## src/rtl/az_result_collector.sv

```systemverilog
// Auto-zero result collector: pairs HI/LO adc samples, queues signed HI-LO in a show-ahead FIFO.
// Optional AZ_COLLECT_RAW_EN stores raw hi/lo with each difference and exposes rd_hi/rd_lo.
module az_result_collector #(
  parameter int unsigned WIDTH = 24,
  parameter int unsigned DEPTH = 4,
  parameter int unsigned CW    = $clog2(DEPTH) + 1
) (
  input  logic             clk,
  input  logic             reset,
  input  logic             meas_done,
  input  logic             meas_is_hi,
  input  logic [WIDTH-1:0] meas_count,
  input  logic             rd_en,
  output logic             rd_valid,
  output logic [WIDTH:0]   rd_data,
  output logic [CW-1:0]    fifo_count,
  output logic             overflow,
  output logic             seq_error,
  input  logic             clear_flags,
`ifdef AZ_COLLECT_RAW_EN
  output logic [WIDTH-1:0] rd_hi,
  output logic [WIDTH-1:0] rd_lo,
`endif
  output logic [1:0]       monitor
);

  localparam int unsigned AW = $clog2(DEPTH);
  localparam int unsigned DW = WIDTH + 1;
`ifdef AZ_COLLECT_RAW_EN
  localparam int unsigned EW = DW + 2 * WIDTH;
`else
  localparam int unsigned EW = DW;
`endif

  typedef enum logic [1:0] {WAIT_HI, WAIT_LO, PUSH} state_t;

  state_t           state, state_nxt;
  logic [WIDTH-1:0] hi_reg;
  logic [DW-1:0]    diff_reg;
  logic [EW-1:0]    mem [DEPTH];
  logic [EW-1:0]    head_c;
  logic [EW-1:0]    entry_c;
  logic [AW-1:0]    wr_ptr, rd_ptr;
  logic [CW-1:0]    count_nxt_c;
  logic             hi_load_c, lo_load_c, seq_set_c;
  logic             push_c, pop_c, full_c, wr_c, ovf_set_c;
`ifdef AZ_COLLECT_RAW_EN
  logic [WIDTH-1:0] lo_reg;
`endif

  always_ff @(posedge clk or negedge reset) begin
    if (!reset) state <= WAIT_HI;
    else        state <= state_nxt;
  end

  // Pairing sequencer: any out-of-order or mid-push sample flags seq_error.
  always_comb begin
    state_nxt = state;
    hi_load_c = 1'b0;
    lo_load_c = 1'b0;
    seq_set_c = 1'b0;
    push_c    = 1'b0;
    case (state)
      WAIT_HI: begin
        if (meas_done) begin
          if (meas_is_hi) begin
            hi_load_c = 1'b1;
            state_nxt = WAIT_LO;
          end else begin
            seq_set_c = 1'b1;
          end
        end
      end
      WAIT_LO: begin
        if (meas_done) begin
          if (meas_is_hi) begin
            hi_load_c = 1'b1;
            seq_set_c = 1'b1;
          end else begin
            lo_load_c = 1'b1;
            state_nxt = PUSH;
          end
        end
      end
      PUSH: begin
        push_c    = 1'b1;
        seq_set_c = meas_done;
        state_nxt = WAIT_HI;
      end
      default: state_nxt = WAIT_HI;
    endcase
  end

  // FIFO control: a pop in the push cycle frees the slot even when full.
  always_comb begin
    full_c      = (fifo_count == CW'(DEPTH));
    pop_c       = rd_en & (fifo_count != '0);
    wr_c        = push_c & (~full_c | pop_c);
    ovf_set_c   = push_c & full_c & ~pop_c;
    count_nxt_c = fifo_count;
    if (wr_c && !pop_c)      count_nxt_c = fifo_count + CW'(1);
    else if (!wr_c && pop_c) count_nxt_c = fifo_count - CW'(1);
`ifdef AZ_COLLECT_RAW_EN
    entry_c = {hi_reg, lo_reg, diff_reg};
`else
    entry_c = diff_reg;
`endif
  end

  always_ff @(posedge clk or negedge reset) begin
    if (!reset) begin
      hi_reg     <= '0;
      diff_reg   <= '0;
      wr_ptr     <= '0;
      rd_ptr     <= '0;
      fifo_count <= '0;
      overflow   <= 1'b0;
      seq_error  <= 1'b0;
      for (int unsigned i = 0; i < DEPTH; i++) mem[AW'(i)] <= '0;
`ifdef AZ_COLLECT_RAW_EN
      lo_reg     <= '0;
`endif
    end else begin
      if (hi_load_c) hi_reg <= meas_count;
      if (lo_load_c) begin
        diff_reg <= {1'b0, hi_reg} - {1'b0, meas_count};
`ifdef AZ_COLLECT_RAW_EN
        lo_reg   <= meas_count;
`endif
      end
      if (wr_c) begin
        mem[wr_ptr] <= entry_c;
        wr_ptr      <= wr_ptr + AW'(1);
      end
      if (pop_c) rd_ptr <= rd_ptr + AW'(1);
      fifo_count <= count_nxt_c;
      // Set beats a simultaneous clear.
      overflow   <= ovf_set_c | (overflow & ~clear_flags);
      seq_error  <= seq_set_c | (seq_error & ~clear_flags);
    end
  end

  assign head_c   = mem[rd_ptr];
  assign rd_data  = head_c[DW-1:0];
  assign rd_valid = (fifo_count != '0);
  assign monitor  = {state == PUSH, state == WAIT_LO};
`ifdef AZ_COLLECT_RAW_EN
  assign rd_hi    = head_c[EW-1 -: WIDTH];
  assign rd_lo    = head_c[DW+WIDTH-1 -: WIDTH];
`endif

endmodule

```

## config.mk

```make
export PLATFORM = sky130hd
export DESIGN_NAME = az_result_collector
export DESIGN_NICKNAME = d
export VERILOG_FILES = /design/src/rtl/az_result_collector.sv
export SDC_FILE = /design/constraint.sdc
export NUM_CORES = 1
export LEC_CHECK = 0
export ABC_AREA = 1
export CAP_MARGIN = 10
export CORE_ASPECT_RATIO = 2
export CORE_MARGIN = 3
export CORE_UTILIZATION = 59
export DETAILED_ROUTE_END_ITERATION = 10
export HOLD_SLACK_MARGIN = 0.02
export PLACE_DENSITY = 0.83
export SYNTH_ARGS = -nofsm -noshare
export SYNTH_HDL_FRONTEND = slang
export SYNTH_SLANG_ARGS = --single-unit
```

## constraint.sdc

```tcl
create_clock -name clk -period 3.05 [get_ports clk]
set_input_delay 0.915 -clock clk [delete_from_list [all_inputs] [get_ports clk]]
set_output_delay 0.915 -clock clk [all_outputs]
set_load 0.02 [all_outputs]
```

==> key figures <==
Floorplanning
  • Core Rows: just over 60
  • Initial core utilization: a little over 60%
  • Die Span Y: between 150 and 200 µm
  • DIE AREA: around 16000 µm²
  • Top Ports: 63
  • Core area: about 15000 µm²
  • Die Width: between 90 and 100 µm

Drt
  • DRT Wirelength: about 23000 µm
  • DRT iter0 DRCs: approximately 370
  • Via density per instance: between 5 and 6
  • # DRC: 0
  • Post-DR wirelength/cell: 15.7 µm
  • DRT Pass-1 Iters: 8
  • ANT nets after route: 0
  • Vias after detailed routing: roughly 8000

Global route
  • GRT Residual Overflow: 0
  • Largest net degree at the start of global routing: between 60 and 70
  • Met3 GRT Util: ~4.0%
  • Most Crowded Layer GR: met2
  • Initial antenna violation count: 0
  • Gr usage total: a little under 30%
  • Vias in the first global route: about 8000
  • First-pass GRT wire length: ~38000 µm
  • Met1 usage: about 31%
  • M2 GR Usage: approximately 54%

Final layout
  • Nets: approximately 1300
  • Fill cells: about 1200
  • Area Growth Syn to Fin: 17.9%
  • Ant diodes: 0
  • Share of layout cells above drive strength 1: approximately 6.8%
  • Most frequent cells in the layout: nand2_1, dfrtp_1, inv_1
  • Commonest non-fill, non-tap cell in the layout: nand2_1
  • Post-route core utilization: ~70%
  • Max reg flops: 100

Synth
  • Post-Syn Instances: between 1000 and 1500
  • Synth Warn #: 0
  • Post-Syn Area: 8780 µm²
  • Avg Cell Area, Syn: between 7 and 8 µm²
  • Post-synthesis register bit count: 160
  • Dominant synthesized flop cell: dfrtp_1
  • Top cell type's share of synthesized area: 45.6%
  • Fraction of registers with async set/reset: between 90% and 100%
  • Post-synthesis net count: between 1000 and 1500
  • Post-synth cell types: 33
  • Library cell with the largest summed area after synthesis: dfrtp_1
  • Post-synth EDFFs: 0
  • Synth top area cells: dfrtp_1, nand2_1, o21ai_0
  • Seq/Total Area, Yosys: a little under half

Worst setup path
  • Flop-to-flop setup slack: slightly above 900 ps
  • WS Path Type: flop to primary output
  • Reg2reg end: mem[86]$_DFFE_PN0P_
  • Worst R2R Start: fifo_count[0]$_DFFE_PN0P_
  • Startpoint class of the critical path: flop
  • Worst EP arrival: roughly 2000 ps
  • CP endpoint kind: primary output
  • Critical Path RT: around 2100 ps
  • Cell count of the worst reg-to-reg path: 9
  • Worst Path Max Fanout: between 50 and 60

Clock tree
  • CTS sink cnt: 160
  • TritonCTS Buffers: 17
  • CTS tree: yes
  • CTS H-Tree Depth: 4
  • CTS Buffer Depth: 2
  • Worst skew pair latency: between 400 and 500 ps
  • Post-CTS Hold Buffers: 0
  • Clk slew on worst S/H paths: ~60 ps
  • Clock Tree Root: clkbuf_16

Timing
  • Post-Route Skew: between 8 and 9 ps
  • Final critical-path share of the clock period: 94.3%
  • Final setup vio count: 0
  • Min Clock Period, post-route: roughly 2900 ps
  • Setup_tns: 0 ps
  • Fin. Hold Viols: 0
  • FMAX: around 350 MHz
  • Slew HR: between 50% and 60%
  • Pin slew with the least headroom to its limit: between 700 and 800 ps
  • RSZ-0062 raised after global routing: no
  • Pins Over Slew Limit: 0
  • Final hold slack: 399 ps

Power and ir drop
  • Sw frac: between 40% and 50%
  • PwrDens: 920 nW/µm²
  • Comb pwr share: around 41%
  • Cell leakage power: 0.00570 µW
  • Worst vdd ir: slightly below 0.0005 V
  • Sequential group share of total power: around 36%
  • Sw power: slightly below 4000 µW
  • Pint: about 5700 µW
  • Clock share of power: 22.7%

Flow run
  • Max-Cap Viols: 0

Placed design
  • Port Buf Inserts: 62
  • Final HPWL DP: 15600 µm
  • GPL Wtd Cong: a little over 1

Hold path
  • HP Class: primary input to asynchronous set/reset pin

Status
  • Status: complete, no violations
power groups by stage:
stage | logic [µW] | clock network [µW] | registers, µW
6_report | 3910 | 2160 | 3450
5_1_grt | 4330 | 2270 | 3560
4_1_cts | 3960 | 2180 | 3440
3_5_place_dp | 3960 | 0 | 3470
3_3_place_gp | 3870 | 0 | 3430
2_1_floorplan | 2460 | 0 | 3330
worst max-delay path: stages, from the launching register on:
cell	delay (ps)
dfrtp_1	410
inv_1	110
buf_12	230
o21ai_0	120
o22ai_1	250
dlygate4sd2_1	390
worst max-delay path by stage:
stage,start,to,slack (ps),depth (start not counted)
detailed placement,meas_count[0],diff_reg[16]$_DFFE_PN0P_,8,13
global route,rd_ptr[0]$_DFFE_PN0N_,rd_data[21],70,5
finish,rd_ptr[0]$_DFFE_PN0N_,rd_data[21],170,5
CTS,rd_ptr[0]$_DFFE_PN0N_,rd_data[8],4,5
floorplan,rd_en,fifo_count[1]$_DFFE_PN0P_,570,9
global placement,meas_count[0],diff_reg[16]$_DFFE_PN0P_,40,13
Yosys cell counts, drive strengths merged, types with 4 or more instances:
cell / count
ha: 29
a21oi: 16
o22ai: 25
buf: 24
nand4: 5
nor2: 91
inv: 118
nand2: 422
xnor2: 7
xor2: 4
o21ai: 189
nand3b: 5
nor3: 4
dfrtp: 160
nand3: 39
clkbuf: 29
what timing repair did:
item	in CTS	in global routing
gates resized for setup	6	19
endpoints found under the hold margin	0	0
buffers inserted	0	0
setup endpoints to repair	6	19
stage by stage:
step / power [µW] / area (µm²) / cells / setup slack (ps)
after floorplan: 5790 / 8780 / 1178 / 571
after global placement: 7300 / 9710 / 1418 / 35.7
after detailed placement: 7430 / 9710 / 1418 / 7.65
after CTS: 9570 / 10300 / 1450 / 4.32
after global routing: 10200 / 10300 / 1450 / 73.7
final: 9520 / 10300 / 1450 / 173
routing by layer:
layer | up-vias | share of wire, %
met5 | - | 0
met4 | 0 | 4.9
met3 | 76 | 4.0
li1 | 3903 | -
met1 | 3771 | 36
met2 | 252 | 55
cell families after synthesis:
logic type | share of synthesized area (%)
and+or+nand+nor | 26.3
DFF | 45.6
xor gates and xnor gates | 1.18
adders and majority gates | 4.59
AOI/OAI and AO/OA | 13.7
buffers and inverters | 8.51
muxes | 0.128
layout make-up:
type                            instances  area (µm²)  area share (%)
Clock buffer                           21         470            4.55
Clock inverter                         11         130            1.26
Inverter                              119         447            4.32
Multi-Input combinational cell        846        4030            38.9
Sequential cell                       160        4000            38.7
Tap cell                              192         240            2.32
Timing Repair Buffer                  101        1030            9.95
Note: power is estimated with default switching activity, not from simulation.
